**config.mk**
```make
export PLATFORM = sky130hd
export DESIGN_NAME = config_params_cast_sequencer_flat
export DESIGN_NICKNAME = d
export VERILOG_FILES = /design/src/rtl/config_params_cast_sequencer_if.sv /design/src/rtl/config_params_cast_sequencer.sv /design/src/flat_wrapper.sv
export SDC_FILE = /design/constraint.sdc
export NUM_CORES = 2
export LEC_CHECK = 0
export CORE_AREA = 8 8 329 267
export DETAILED_ROUTE_END_ITERATION = 6
export DIE_AREA = 0 0 337 275
export PLACE_DENSITY_LB_ADDON = 0.25
export SLEW_MARGIN = 20
export SYNTH_ARGS = -nofsm -noshare
export SYNTH_HDL_FRONTEND = slang
export SYNTH_SLANG_ARGS = --single-unit
export TNS_END_PERCENT = 5
```
**constraint.sdc**
```tcl
create_clock -name ap_clk -period 3.8 [get_ports ap_clk]
set_clock_uncertainty 0.05 [all_clocks]
set_input_delay 0.57 -clock ap_clk [delete_from_list [all_inputs] [get_ports ap_clk]]
set_output_delay 0.57 -clock ap_clk [all_outputs]
set_load 0.05 [all_outputs]
```
**src/rtl/config_params_cast_sequencer_if.sv**
```systemverilog
// Config, trigger and emitted-slot signals of the parameter-cast sequencer.
// The slave modport is the sequencer's view; master is the driving side.
interface config_params_cast_sequencer_if #(
  parameter int unsigned MASK_WIDTH = 8,
  parameter int unsigned FIELD_W    = 64,
  parameter int unsigned ID_W       = 8,
  parameter int unsigned TRIG_DEPTH = 4
);
  localparam int unsigned SLOT_W = (MASK_WIDTH > 1) ? $clog2(MASK_WIDTH) : 1;
  localparam int unsigned CNT_W  = $clog2(TRIG_DEPTH) + 1;

  logic                          cfg_load;
  logic                          cfg_ready;
  logic [MASK_WIDTH-1:0]         cfg_cast_mask;
  logic [MASK_WIDTH-1:0]         cfg_lane_mask;
  logic [MASK_WIDTH*ID_W-1:0]    cfg_bundle_id;
  logic [MASK_WIDTH*ID_W-1:0]    cfg_lane_id;
  logic [MASK_WIDTH*FIELD_W-1:0] cfg_param_field;
  logic                          trig_valid;
  logic                          trig_ready;
  logic [ID_W-1:0]               trig_bundle_id;
  logic [ID_W-1:0]               trig_lane_id;
  logic                          out_valid;
  logic                          out_ready;
  logic [FIELD_W-1:0]            out_param_field;
  logic [SLOT_W-1:0]             out_slot_idx;
  logic                          out_last;
  logic [MASK_WIDTH-1:0]         out_kernel_valid;
  logic [CNT_W-1:0]              pending_count;
  logic [15:0]                   drop_count;

  modport slave (
    input  cfg_load, cfg_cast_mask, cfg_lane_mask, cfg_bundle_id, cfg_lane_id, cfg_param_field,
    input  trig_valid, trig_bundle_id, trig_lane_id, out_ready,
    output cfg_ready, trig_ready, out_valid, out_param_field, out_slot_idx, out_last,
    output out_kernel_valid, pending_count, drop_count
  );

  modport master (
    output cfg_load, cfg_cast_mask, cfg_lane_mask, cfg_bundle_id, cfg_lane_id, cfg_param_field,
    output trig_valid, trig_bundle_id, trig_lane_id, out_ready,
    input  cfg_ready, trig_ready, out_valid, out_param_field, out_slot_idx, out_last,
    input  out_kernel_valid, pending_count, drop_count
  );
endinterface

```
**src/rtl/config_params_cast_sequencer.sv**
```systemverilog
// Matches engine triggers against per-slot config, queues match masks, and emits the
// matching slots' param fields lowest-first over a registered ready/valid stream.
module config_params_cast_sequencer #(
  parameter int unsigned MASK_WIDTH = 8,
  parameter int unsigned FIELD_W    = 64,
  parameter int unsigned ID_W       = 8,
  parameter int unsigned TRIG_DEPTH = 4,
  parameter int unsigned FIRST_ONLY = 0
) (
  input logic                           ap_clk,
  input logic                           areset,
  config_params_cast_sequencer_if.slave bus
);
  localparam int unsigned SLOT_W = (MASK_WIDTH > 1) ? $clog2(MASK_WIDTH) : 1;
  localparam int unsigned CNT_W  = $clog2(TRIG_DEPTH) + 1;
  localparam int unsigned PTR_W  = $clog2(TRIG_DEPTH);

  typedef enum logic [0:0] {StIdle, StEmit} state_e;

  state_e state_q, state_d;

  logic [MASK_WIDTH-1:0]         cast_q, lane_q;
  logic [MASK_WIDTH*ID_W-1:0]    bid_q, lid_q;
  logic [MASK_WIDTH*FIELD_W-1:0] field_q;

  logic [MASK_WIDTH-1:0] fifo_q [TRIG_DEPTH];
  logic [PTR_W-1:0]      wr_ptr_q, rd_ptr_q;
  logic [CNT_W-1:0]      count_q, count_d;
  logic [15:0]           drop_q;

  logic [MASK_WIDTH-1:0] match_raw, match, e_q, e_d, e_rest;
  logic                  accept, push, pop, cfg_ready, trig_ready;

  logic                  out_valid_q, out_valid_d, out_last_q, out_last_d;
  logic [FIELD_W-1:0]    out_field_q, out_field_d;
  logic [SLOT_W-1:0]     out_idx_q, out_idx_d, slot_d;
  logic [MASK_WIDTH-1:0] out_kv_q, out_kv_d;

  function automatic logic [SLOT_W-1:0] low_idx(input logic [MASK_WIDTH-1:0] v);
    low_idx = '0;
    for (int i = int'(MASK_WIDTH) - 1; i >= 0; i--) begin
      if (v[i]) low_idx = SLOT_W'(i);
    end
  endfunction

  assign cfg_ready  = (count_q == '0) && (state_q == StIdle);
  assign trig_ready = (count_q < CNT_W'(TRIG_DEPTH));
  assign accept     = bus.trig_valid && trig_ready;

  always_comb begin
    match_raw = '0;
    for (int i = 0; i < int'(MASK_WIDTH); i++) begin
      match_raw[i] = (cast_q[i] | lane_q[i]) &
                     (bus.trig_bundle_id == bid_q[i*ID_W +: ID_W]) &
                     (bus.trig_lane_id == lid_q[i*ID_W +: ID_W]);
    end
  end

  // Two's-complement trick isolates the lowest set bit.
  assign match = (FIRST_ONLY != 0) ? (match_raw & (~match_raw + MASK_WIDTH'(1))) : match_raw;
  assign push  = accept && (match != '0);

  always_comb begin
    state_d = state_q;
    e_d     = e_q;
    pop     = 1'b0;
    e_rest  = e_q & (e_q - MASK_WIDTH'(1));
    unique case (state_q)
      StIdle: begin
        if (count_q != '0) begin
          pop     = 1'b1;
          e_d     = fifo_q[rd_ptr_q];
          state_d = StEmit;
        end
      end
      StEmit: begin
        if (bus.out_ready) begin
          if (e_rest != '0) begin
            e_d = e_rest;
          end else if (count_q != '0) begin
            pop = 1'b1;
            e_d = fifo_q[rd_ptr_q];
          end else begin
            e_d     = '0;
            state_d = StIdle;
          end
        end
      end
      default: state_d = StIdle;
    endcase
  end

  always_comb begin
    count_d = count_q;
    if (push && !pop) count_d = count_q + 1'b1;
    else if (!push && pop) count_d = count_q - 1'b1;
  end

  // Output registers are computed from the next emit mask so they update with the state.
  always_comb begin
    out_valid_d = (state_d == StEmit);
    slot_d      = low_idx(e_d);
    out_idx_d   = out_valid_d ? slot_d : '0;
    out_field_d = out_valid_d ? field_q[slot_d*FIELD_W +: FIELD_W] : '0;
    out_last_d  = out_valid_d && ((e_d & (e_d - MASK_WIDTH'(1))) == '0);
    out_kv_d    = '0;
    for (int i = 0; i < int'(MASK_WIDTH); i++) begin
      out_kv_d[i] = out_valid_d && (i >= int'(slot_d));
    end
  end

  always_ff @(posedge ap_clk) begin
    if (areset) begin
      cast_q      <= '0;
      lane_q      <= '0;
      bid_q       <= '0;
      lid_q       <= '0;
      field_q     <= '0;
      state_q     <= StIdle;
      e_q         <= '0;
      wr_ptr_q    <= '0;
      rd_ptr_q    <= '0;
      count_q     <= '0;
      drop_q      <= '0;
      out_valid_q <= 1'b0;
      out_field_q <= '0;
      out_idx_q   <= '0;
      out_last_q  <= 1'b0;
      out_kv_q    <= '0;
    end else begin
      if (bus.cfg_load && cfg_ready) begin
        cast_q  <= bus.cfg_cast_mask;
        lane_q  <= bus.cfg_lane_mask;
        bid_q   <= bus.cfg_bundle_id;
        lid_q   <= bus.cfg_lane_id;
        field_q <= bus.cfg_param_field;
      end
      state_q <= state_d;
      e_q     <= e_d;
      if (push) wr_ptr_q <= wr_ptr_q + 1'b1;
      if (pop) rd_ptr_q <= rd_ptr_q + 1'b1;
      count_q <= count_d;
      if (accept && (match == '0) && (drop_q != 16'hFFFF)) drop_q <= drop_q + 16'd1;
      out_valid_q <= out_valid_d;
      out_field_q <= out_field_d;
      out_idx_q   <= out_idx_d;
      out_last_q  <= out_last_d;
      out_kv_q    <= out_kv_d;
    end
  end

  always_ff @(posedge ap_clk) begin
    if (push) fifo_q[wr_ptr_q] <= match;
  end

  assign bus.cfg_ready        = cfg_ready;
  assign bus.trig_ready       = trig_ready;
  assign bus.out_valid        = out_valid_q;
  assign bus.out_param_field  = out_field_q;
  assign bus.out_slot_idx     = out_idx_q;
  assign bus.out_last         = out_last_q;
  assign bus.out_kernel_valid = out_kv_q;
  assign bus.pending_count    = count_q;
  assign bus.drop_count       = drop_q;
endmodule

```
**src/flat_wrapper.sv**
```systemverilog
// flat-port wrapper written by rule: the top's interface ports become plain ports
module config_params_cast_sequencer_flat 
#(
  parameter int unsigned MASK_WIDTH = 8,
  parameter int unsigned FIELD_W    = 64,
  parameter int unsigned ID_W       = 8,
  parameter int unsigned TRIG_DEPTH = 4,
  parameter int unsigned FIRST_ONLY = 0
)
  (ap_clk, areset, bus_cfg_load, bus_cfg_cast_mask, bus_cfg_lane_mask, bus_cfg_bundle_id, bus_cfg_lane_id, bus_cfg_param_field, bus_trig_valid, bus_trig_bundle_id, bus_trig_lane_id, bus_out_ready, bus_cfg_ready, bus_trig_ready, bus_out_valid, bus_out_param_field, bus_out_slot_idx, bus_out_last, bus_out_kernel_valid, bus_pending_count, bus_drop_count);
  config_params_cast_sequencer_if #(.MASK_WIDTH(MASK_WIDTH), .FIELD_W(FIELD_W), .ID_W(ID_W), .TRIG_DEPTH(TRIG_DEPTH)) bus_i ();
  input logic ap_clk;
  input logic areset;
  input wire logic [$bits(bus_i.cfg_load)-1:0] bus_cfg_load;
  input wire logic [$bits(bus_i.cfg_cast_mask)-1:0] bus_cfg_cast_mask;
  input wire logic [$bits(bus_i.cfg_lane_mask)-1:0] bus_cfg_lane_mask;
  input wire logic [$bits(bus_i.cfg_bundle_id)-1:0] bus_cfg_bundle_id;
  input wire logic [$bits(bus_i.cfg_lane_id)-1:0] bus_cfg_lane_id;
  input wire logic [$bits(bus_i.cfg_param_field)-1:0] bus_cfg_param_field;
  input wire logic [$bits(bus_i.trig_valid)-1:0] bus_trig_valid;
  input wire logic [$bits(bus_i.trig_bundle_id)-1:0] bus_trig_bundle_id;
  input wire logic [$bits(bus_i.trig_lane_id)-1:0] bus_trig_lane_id;
  input wire logic [$bits(bus_i.out_ready)-1:0] bus_out_ready;
  output wire logic [$bits(bus_i.cfg_ready)-1:0] bus_cfg_ready;
  output wire logic [$bits(bus_i.trig_ready)-1:0] bus_trig_ready;
  output wire logic [$bits(bus_i.out_valid)-1:0] bus_out_valid;
  output wire logic [$bits(bus_i.out_param_field)-1:0] bus_out_param_field;
  output wire logic [$bits(bus_i.out_slot_idx)-1:0] bus_out_slot_idx;
  output wire logic [$bits(bus_i.out_last)-1:0] bus_out_last;
  output wire logic [$bits(bus_i.out_kernel_valid)-1:0] bus_out_kernel_valid;
  output wire logic [$bits(bus_i.pending_count)-1:0] bus_pending_count;
  output wire logic [$bits(bus_i.drop_count)-1:0] bus_drop_count;
  assign bus_i.cfg_load = bus_cfg_load;
  assign bus_i.cfg_cast_mask = bus_cfg_cast_mask;
  assign bus_i.cfg_lane_mask = bus_cfg_lane_mask;
  assign bus_i.cfg_bundle_id = bus_cfg_bundle_id;
  assign bus_i.cfg_lane_id = bus_cfg_lane_id;
  assign bus_i.cfg_param_field = bus_cfg_param_field;
  assign bus_i.trig_valid = bus_trig_valid;
  assign bus_i.trig_bundle_id = bus_trig_bundle_id;
  assign bus_i.trig_lane_id = bus_trig_lane_id;
  assign bus_i.out_ready = bus_out_ready;
  assign bus_cfg_ready = bus_i.cfg_ready;
  assign bus_trig_ready = bus_i.trig_ready;
  assign bus_out_valid = bus_i.out_valid;
  assign bus_out_param_field = bus_i.out_param_field;
  assign bus_out_slot_idx = bus_i.out_slot_idx;
  assign bus_out_last = bus_i.out_last;
  assign bus_out_kernel_valid = bus_i.out_kernel_valid;
  assign bus_pending_count = bus_i.pending_count;
  assign bus_drop_count = bus_i.drop_count;
  config_params_cast_sequencer #(.MASK_WIDTH(MASK_WIDTH), .FIELD_W(FIELD_W), .ID_W(ID_W), .TRIG_DEPTH(TRIG_DEPTH), .FIRST_ONLY(FIRST_ONLY)) u_core (.ap_clk(ap_clk), .areset(areset), .bus(bus_i));
endmodule
```
### Yosys cells after proc, flatten, opt, wreduce, memory -nomap -nowiden

Memories as Yosys holds them, arrays and structs flattened. A register that Yosys moved wholly into a read port is not among the register bits.
Index checks and enable logic that the tools add are counted.

| word-level totals | value |
|---|---|
| bits in registers | 764 |
| bits in writable memories | 32 |
| input bits | 677 |
| output and inout port bits | 98 |
| memories kept | 1 |

Memory list:

| name | depth | bits a word | read ports | clocked after Yosys merged registers in | wr ports | RTL line | source |
|---|---|---|---|---|---|---|---|
| u_core.fifo_q | 4 | 8 | 1 | 1 | 1 | config_params_cast_sequencer.sv:26 | `logic [MASK_WIDTH-1:0] fifo_q [TRIG_DEPTH];` |

| operators by class | value |
|---|---|
| $add $sub $neg | 7 |
| magnitude comparators | 8 |
| equality and inequality tests | 17 |
| shift operators | 1 |
| mux-type cells | 26 |
| bitwise gates (word level) | 28 |
| reductions and logical operators | 26 |

Operators with widths:

| cell | number |
|---|---|
| 512-bit by 10-bit variable part select with 64-bit output | 1 |
| 8-bit equality test | 16 |
| 8-bit 2-to-1 mux | 4 |
| 3-bit 2-to-1 mux | 10 |
| 16-bit by 1-bit adder with 16-bit output, second input constant | 1 |
| 1-bit AND | 16 |
| 8-bit AND | 2 |
| 1-bit logical AND | 16 |
| 8-bit zero test | 2 |
| 16-bit inequality test, second input constant | 1 |
| 8-bit case mux with 2 select lines | 1 |
| 8-bit nonzero test | 2 |
| 8-bit by 1-bit subtractor with 8-bit output, second input constant | 2 |
| 3-bit >= comparator, first input constant | 3 |
| 1-bit OR | 8 |
| 1-bit 2-to-1 mux | 7 |
| 1-bit by 3-bit >= comparator with 1-bit output, first input constant | 2 |
| 2-bit by 3-bit >= comparator with 1-bit output, first input constant | 2 |
| 2-bit by 1-bit adder with 2-bit output, second input constant | 2 |
| 2-bit 2-to-1 mux | 2 |
| 1-bit case mux with 2 select lines | 2 |
| 3-bit by 1-bit adder with 3-bit output, second input constant | 1 |
| 3-bit zero test | 1 |
| 3-bit < comparator, second input constant | 1 |
| other kinds (6) | 8 |

### Longest topological paths before layout

| depth | value |
|---|---|
| depth after elaboration | 16 |
| gate-level depth with buffers | 14 |

### Least setup slack after synthesis

OpenSTA, ideal clock, no wires.

| timing | value |
|---|---|
| kind | input to register |
| start | input bus_trig_bundle_id[7] |
| end | register u_core.count_q[2], in the netlist u_core.bus.pending_count[2] |
| setup time | 0.070 ns |
| data arrival time | 3.383 ns |
| required time | 3.680 ns |
| slack | 0.296 ns |
| cell stages on the path | 14 |
| path through | clkbuf_1 xnor2_1 nand4_1 or4_1 o22ai_1 nor4_1 nand2b_1 inv_1 ha_1 inv_1 fa_1 xor2_1 or3_1 a21oi_1 |

| between the ends | value |
|---|---|
| cells in the longest elaborated chain, start to end | 8 |

Ends and longest elaborated chain:

| element | RTL line | source |
|---|---|---|
| start, declared | flat_wrapper.sv:21 | `input wire logic [$bits(bus_i.trig_bundle_id)-1:0] bus_trig_bundle_id;` |
| 8-bit equality test | config_params_cast_sequencer.sv:54 | `(bus.trig_bundle_id == bid_q[i*ID_W +: ID_W]) &` |
| 1-bit AND | config_params_cast_sequencer.sv:53 | `match_raw[i] = (cast_q[i] \| lane_q[i]) &` |
| 1-bit AND | config_params_cast_sequencer.sv:54 |  |
| 8-bit nonzero test * | config_params_cast_sequencer.sv:61 | `assign push = accept && (match != '0);` |
| 1-bit logical AND * | config_params_cast_sequencer.sv:61 |  |
| via u_core.push | config_params_cast_sequencer.sv:32 | `logic accept, push, pop, cfg_ready, trig_ready;` |
| 1-bit zero test | config_params_cast_sequencer.sv:96 | `else if (!push && pop) count_d = count_q - 1'b1;` |
| 1-bit logical AND | config_params_cast_sequencer.sv:96 |  |
| 2-bit nonzero test (no line) | - |  |
| end signal, assigned | config_params_cast_sequencer.sv:142 | `count_q <= count_d;` |
| end, declared | config_params_cast_sequencer.sv:28 | `logic [CNT_W-1:0] count_q, count_d;` |

The timed path passes the listed nets; every way through them passes the cells marked *.
A chain may end at the register's enable or synchronous reset.

### Worst setup path after layout

| timing | value |
|---|---|
| start | register u_core.e_q[2] |
| end | register u_core.out_field_q[63], in the netlist u_core.bus.out_param_field[63] |

| between the ends | value |
|---|---|
| cells in the longest elaborated chain, start to end | 15 |

Ends and longest elaborated chain:

| element | RTL line | source |
|---|---|---|
| start, declared | config_params_cast_sequencer.sv:31 | `logic [MASK_WIDTH-1:0] match_raw, match, e_q, e_d, e_rest;` |
| start signal, assigned | config_params_cast_sequencer.sv:120 | `e_q <= '0;` |
| start signal, assigned | config_params_cast_sequencer.sv:139 | `e_q <= e_d;` |
| 8-bit by 1-bit subtractor with 8-bit output | config_params_cast_sequencer.sv:67 | `e_rest = e_q & (e_q - MASK_WIDTH'(1));` |
| 8-bit AND | config_params_cast_sequencer.sv:67 |  |
| 8-bit nonzero test | config_params_cast_sequencer.sv:78 | `if (e_rest != '0) begin` |
| 8-bit 2-to-1 mux | config_params_cast_sequencer.sv:78 |  |
| 8-bit 2-to-1 mux | config_params_cast_sequencer.sv:77 | `if (bus.out_ready) begin` |
| 8-bit case mux with 2 select lines | config_params_cast_sequencer.sv:68 | `unique case (state_q)` |
| 3-bit 2-to-1 mux (8 in series) | config_params_cast_sequencer.sv:42 | `if (v[i]) low_idx = SLOT_W'(i);` |
| 512-bit by 10-bit variable part select with 64-bit output | config_params_cast_sequencer.sv:104 | `out_field_d = out_valid_d ? field_q[slot_d*FIELD_W +: FIELD_W] : '0;` |
| end signal, assigned | config_params_cast_sequencer.sv:145 | `out_field_q <= out_field_d;` |
| end, declared | config_params_cast_sequencer.sv:35 | `logic [FIELD_W-1:0] out_field_q, out_field_d;` |

Several ways; a longest one is shown, not always the timed one.

==> qor.csv <==
stage,metric,value,unit
run_status,run status,completed,
synth,largest area contributor in the netlist,dfxtp_1,
power_and_ir_drop,total power,35.1,mW
sta,max frequency,0.275,GHz
placed_design,Post-DP HPWL,92.0,mm
worst_setup_path,critical path required time,4.25,ns
layout,final cell count without fillers,5897,
drt,TritonRoute pass-1 iters,5,
sta,Tmin final,3.64,ns
floorplanning,Rows,95,
floorplanning,Die H,275,um
worst_setup_path,critical-path cell with the highest stage delay,or3_4,
clocking,Worst-path clk slew,0.06,ns
worst_setup_path,Critical Path Start Type,flop,
placed_design,routability cong.,0.953,
drt,drt wl/cell,21.1,um
layout,final core occ,54.9,%
synth,top_reg_cell synth,dfxtp_1,
worst_setup_path,Worst EP arrival,4.09,ns
worst_setup_path,CP top delay family,compound AO/OA/AOI/OAI gates,
layout,share of layout cells above drive strength 1,7.34,%
clocking,H-Tree Depth,3,
layout,Finished Cell Area,0.0455,mm2
worst_setup_path,critical path's largest stage delay,0.44,ns
clocking,CTS Buffer Depth,3,
worst_setup_path,peak fanout along the critical path,13,
clocking,clk_lat worst skew,0.64,ns
floorplanning,I/O pins,775,
sta,"Setup violations, final",0,
synth,Post-synth EDFFs,32,
floorplanning,die width,337,um
worst_setup_path,worst-path cell chain,"or3_4, a2111oi_4, o211a_1, a31oi_1, buf_4, o21ai_0, o311ai_4, buf_12, buf_12, mux2i_1, o22ai_1, buf_4, or2_1",
synth,Syn Area/Cell,8.29,um2
worst_setup_path,Crit path buffers/inverters,4,
synth,synth unique cells,67,
sta,Final Cycle Share,95.7,%
synth,leading post-synthesis cells by cell area,"dfxtp_1, nand2_1, a21oi_1",
clocking,CTS tree,done,
drt,Detail Route Antenna Nets,0,
synth,"Seq/Total Area, Yosys",49.9,%
clocking,Post-CTS Setup Inserts,0,
sta,Hold Slack,0.250,ns
clocking,"Hold-fix buffers, CTS",0,
placed_design,placed cell area,0.0426,mm2
layout,fin nets,5362,
drt,DR iter-0 viols,2324,
floorplanning,Initial Utilization,39.4,%
worst_setup_path,CP Class,flop to flop,
worst_setup_path,CP Capture Type,flop,
drt,total number of vias,29883,
synth,Mapped Area,0.0326,mm2
synth,ys async rst share,0,%
sta,Max transition margin,27.3,%
grt,initial antenna violation count,47,
synth,Post-Syn Instances,3934,
drt,routed vias/inst,5.07,
drt,routed wire length,124,mm
placed_design,PortBufs,774,
run,Max Cap Violations,0,
layout,Synth-to-Final Area Change,39.4,%
grt,global-route wire length before repair,179,mm
synth,Yosys warning count,0,
power_and_ir_drop,PD cells,772,mW/mm2
sta,Final Hold Vio Count,0,
power_and_ir_drop,leakage power total,16.3,nW
synth,synthesized flop and latch total,797,
clocking,root buf cell,clkbuf_16,
clocking,TritonCTS Buffers,84,
clocking,"Gates resized, CTS repair",0,
grt,GRT Residual Overflow,0,
sta,RSZ-0062 raised after global routing,false,
synth,post-synth top area share,47.0,%
floorplanning,core area,0.0828,mm2
clocking,Num Clock Sinks,797,
synth,Synth Net Count,4618,
placed_design,Placed Cells,5707,
grt,vias in the first global route,28629,
floorplanning,Die Area,0.0927,mm2
hold_path,worst min path class,primary input to flop,
drt,# DRC,0,
grt,gr usage total,25.2,%
grt,largest net degree at the start of global routing,204,
power_and_ir_drop,Peak VDD IR,538,uV
sta,Final Max Slew Viols,0,
sta,Least-Margin Pin Slew,1.09,ns
[sequential cells by signal, indices dropped and copies added (netlist names), 16 cells and up, named ones only]
signal and count:
u_core.bus.out_param_field 64, u_core.fifo_q 32, u_core.bid_q 64, u_core.bus.drop_count 16, u_core.field_q 512, u_core.lid_q 64
[path summary, 6_finish.rpt]
path	from	end	slack [ns]	depth (start not counted)
worst max register to register	u_core.e_q[2]$_SDFF_PP0_	u_core.bus.out_param_field[63]$_SDFF_PP0_	0.16	13
worst min-delay path	areset	u_core.bid_q[46]$_SDFFE_PP0P_	0.25	2
worst max-delay path	u_core.e_q[2]$_SDFF_PP0_	u_core.bus.out_param_field[63]$_SDFF_PP0_	0.16	13
worst min register to register	u_core.field_q[393]$_SDFFE_PP0P_	u_core.field_q[393]$_SDFFE_PP0P_	0.40	2
[synthesized netlist by cell type (all sizes together) (5+ instances only)]
library cell	instances
a21oi	672
and2	10
buf	39
clkbuf	260
dfxtp	765
edfxtp	32
ha	6
inv	13
mux2i	259
mux4	8
nand2	1333
nand2b	5
nand3	16
nand4	23
nor2	50
nor3	11
nor4	6
o21ai	19
o22ai	131
or2	65
or3	7
or4	8
xnor2	129
xor2	16
[kinds of logic after synthesis]
kind of cell	Yosys count	synth area share [%]
xor gates and xnor gates	145	3.89
buffers and inverters	314	4.03
and+or+nand+nor	1546	19.1
adders and majority gates	11	0.418
muxes	267	8.50
DFF	797	49.9
AOI/OAI and AO/OA	854	14.2
[layout by cell type (no fill, tap or decap), types with 4 or more instances in the layout]
master,count
nand2b_1,5
or4_1,8
clkbuf_8,22
or3_1,5
clkbuf_16,85
nor4_1,6
diode_2,39
mux4_2,8
a21oi_1,671
nand3_1,14
nor2_1,50
clkdlybuf4s50_1,773
and2_1,10
xnor2_1,129
nor3_1,9
o22ai_1,131
mux2i_1,259
buf_12,53
inv_1,12
nor2b_1,4
edfxtp_1,32
clkinv_2,13
nand2_1,1333
or2_1,64
buf_4,130
dfxtp_1,765
nand4_1,23
ha_1,6
xor2_1,16
clkbuf_1,17
o21ai_0,17
[power breakdown]
group          switching [mW]  internal, mW
Clock                    3.52          4.73
Combinational            8.91          6.86
Sequential               1.05          10.0
[layer usage]
| metal | routed length (um) | global-route usage [%] | up-vias |
|---|---|---|---|
| met2 | 58200 | 39.7 | 916 |
| li1 | - | - | 14671 |
| met4 | 3610 | 10.1 | 14 |
| met1 | 53700 | 33.4 | 14091 |
| met3 | 8600 | 5.66 | 191 |
| met5 | 94 | 0 | - |
[metrics by stage]
stage	setup slack, ns	TNS, ns
finish	0.164	0
CTS	0.174	0
global route	0.00517	0
detailed placement	-0.317	-0.911
global placement	-0.327	-0.767
floorplan	0.296	0
[area by class of cell]
class / instances / area [um2]
Antenna cell: 39 / 97.6
Fill cell: 7679 / 37400
Multi-Input combinational cell: 2823 / 15100
Clock inverter: 27 / 285
Tap cell: 1115 / 1400
Sequential cell: 797 / 16300
Clock buffer: 124 / 2490
Inverter: 15 / 56.3
Timing Repair Buffer: 957 / 9790
No activity file was read; power rests on OpenSTA's default activity.
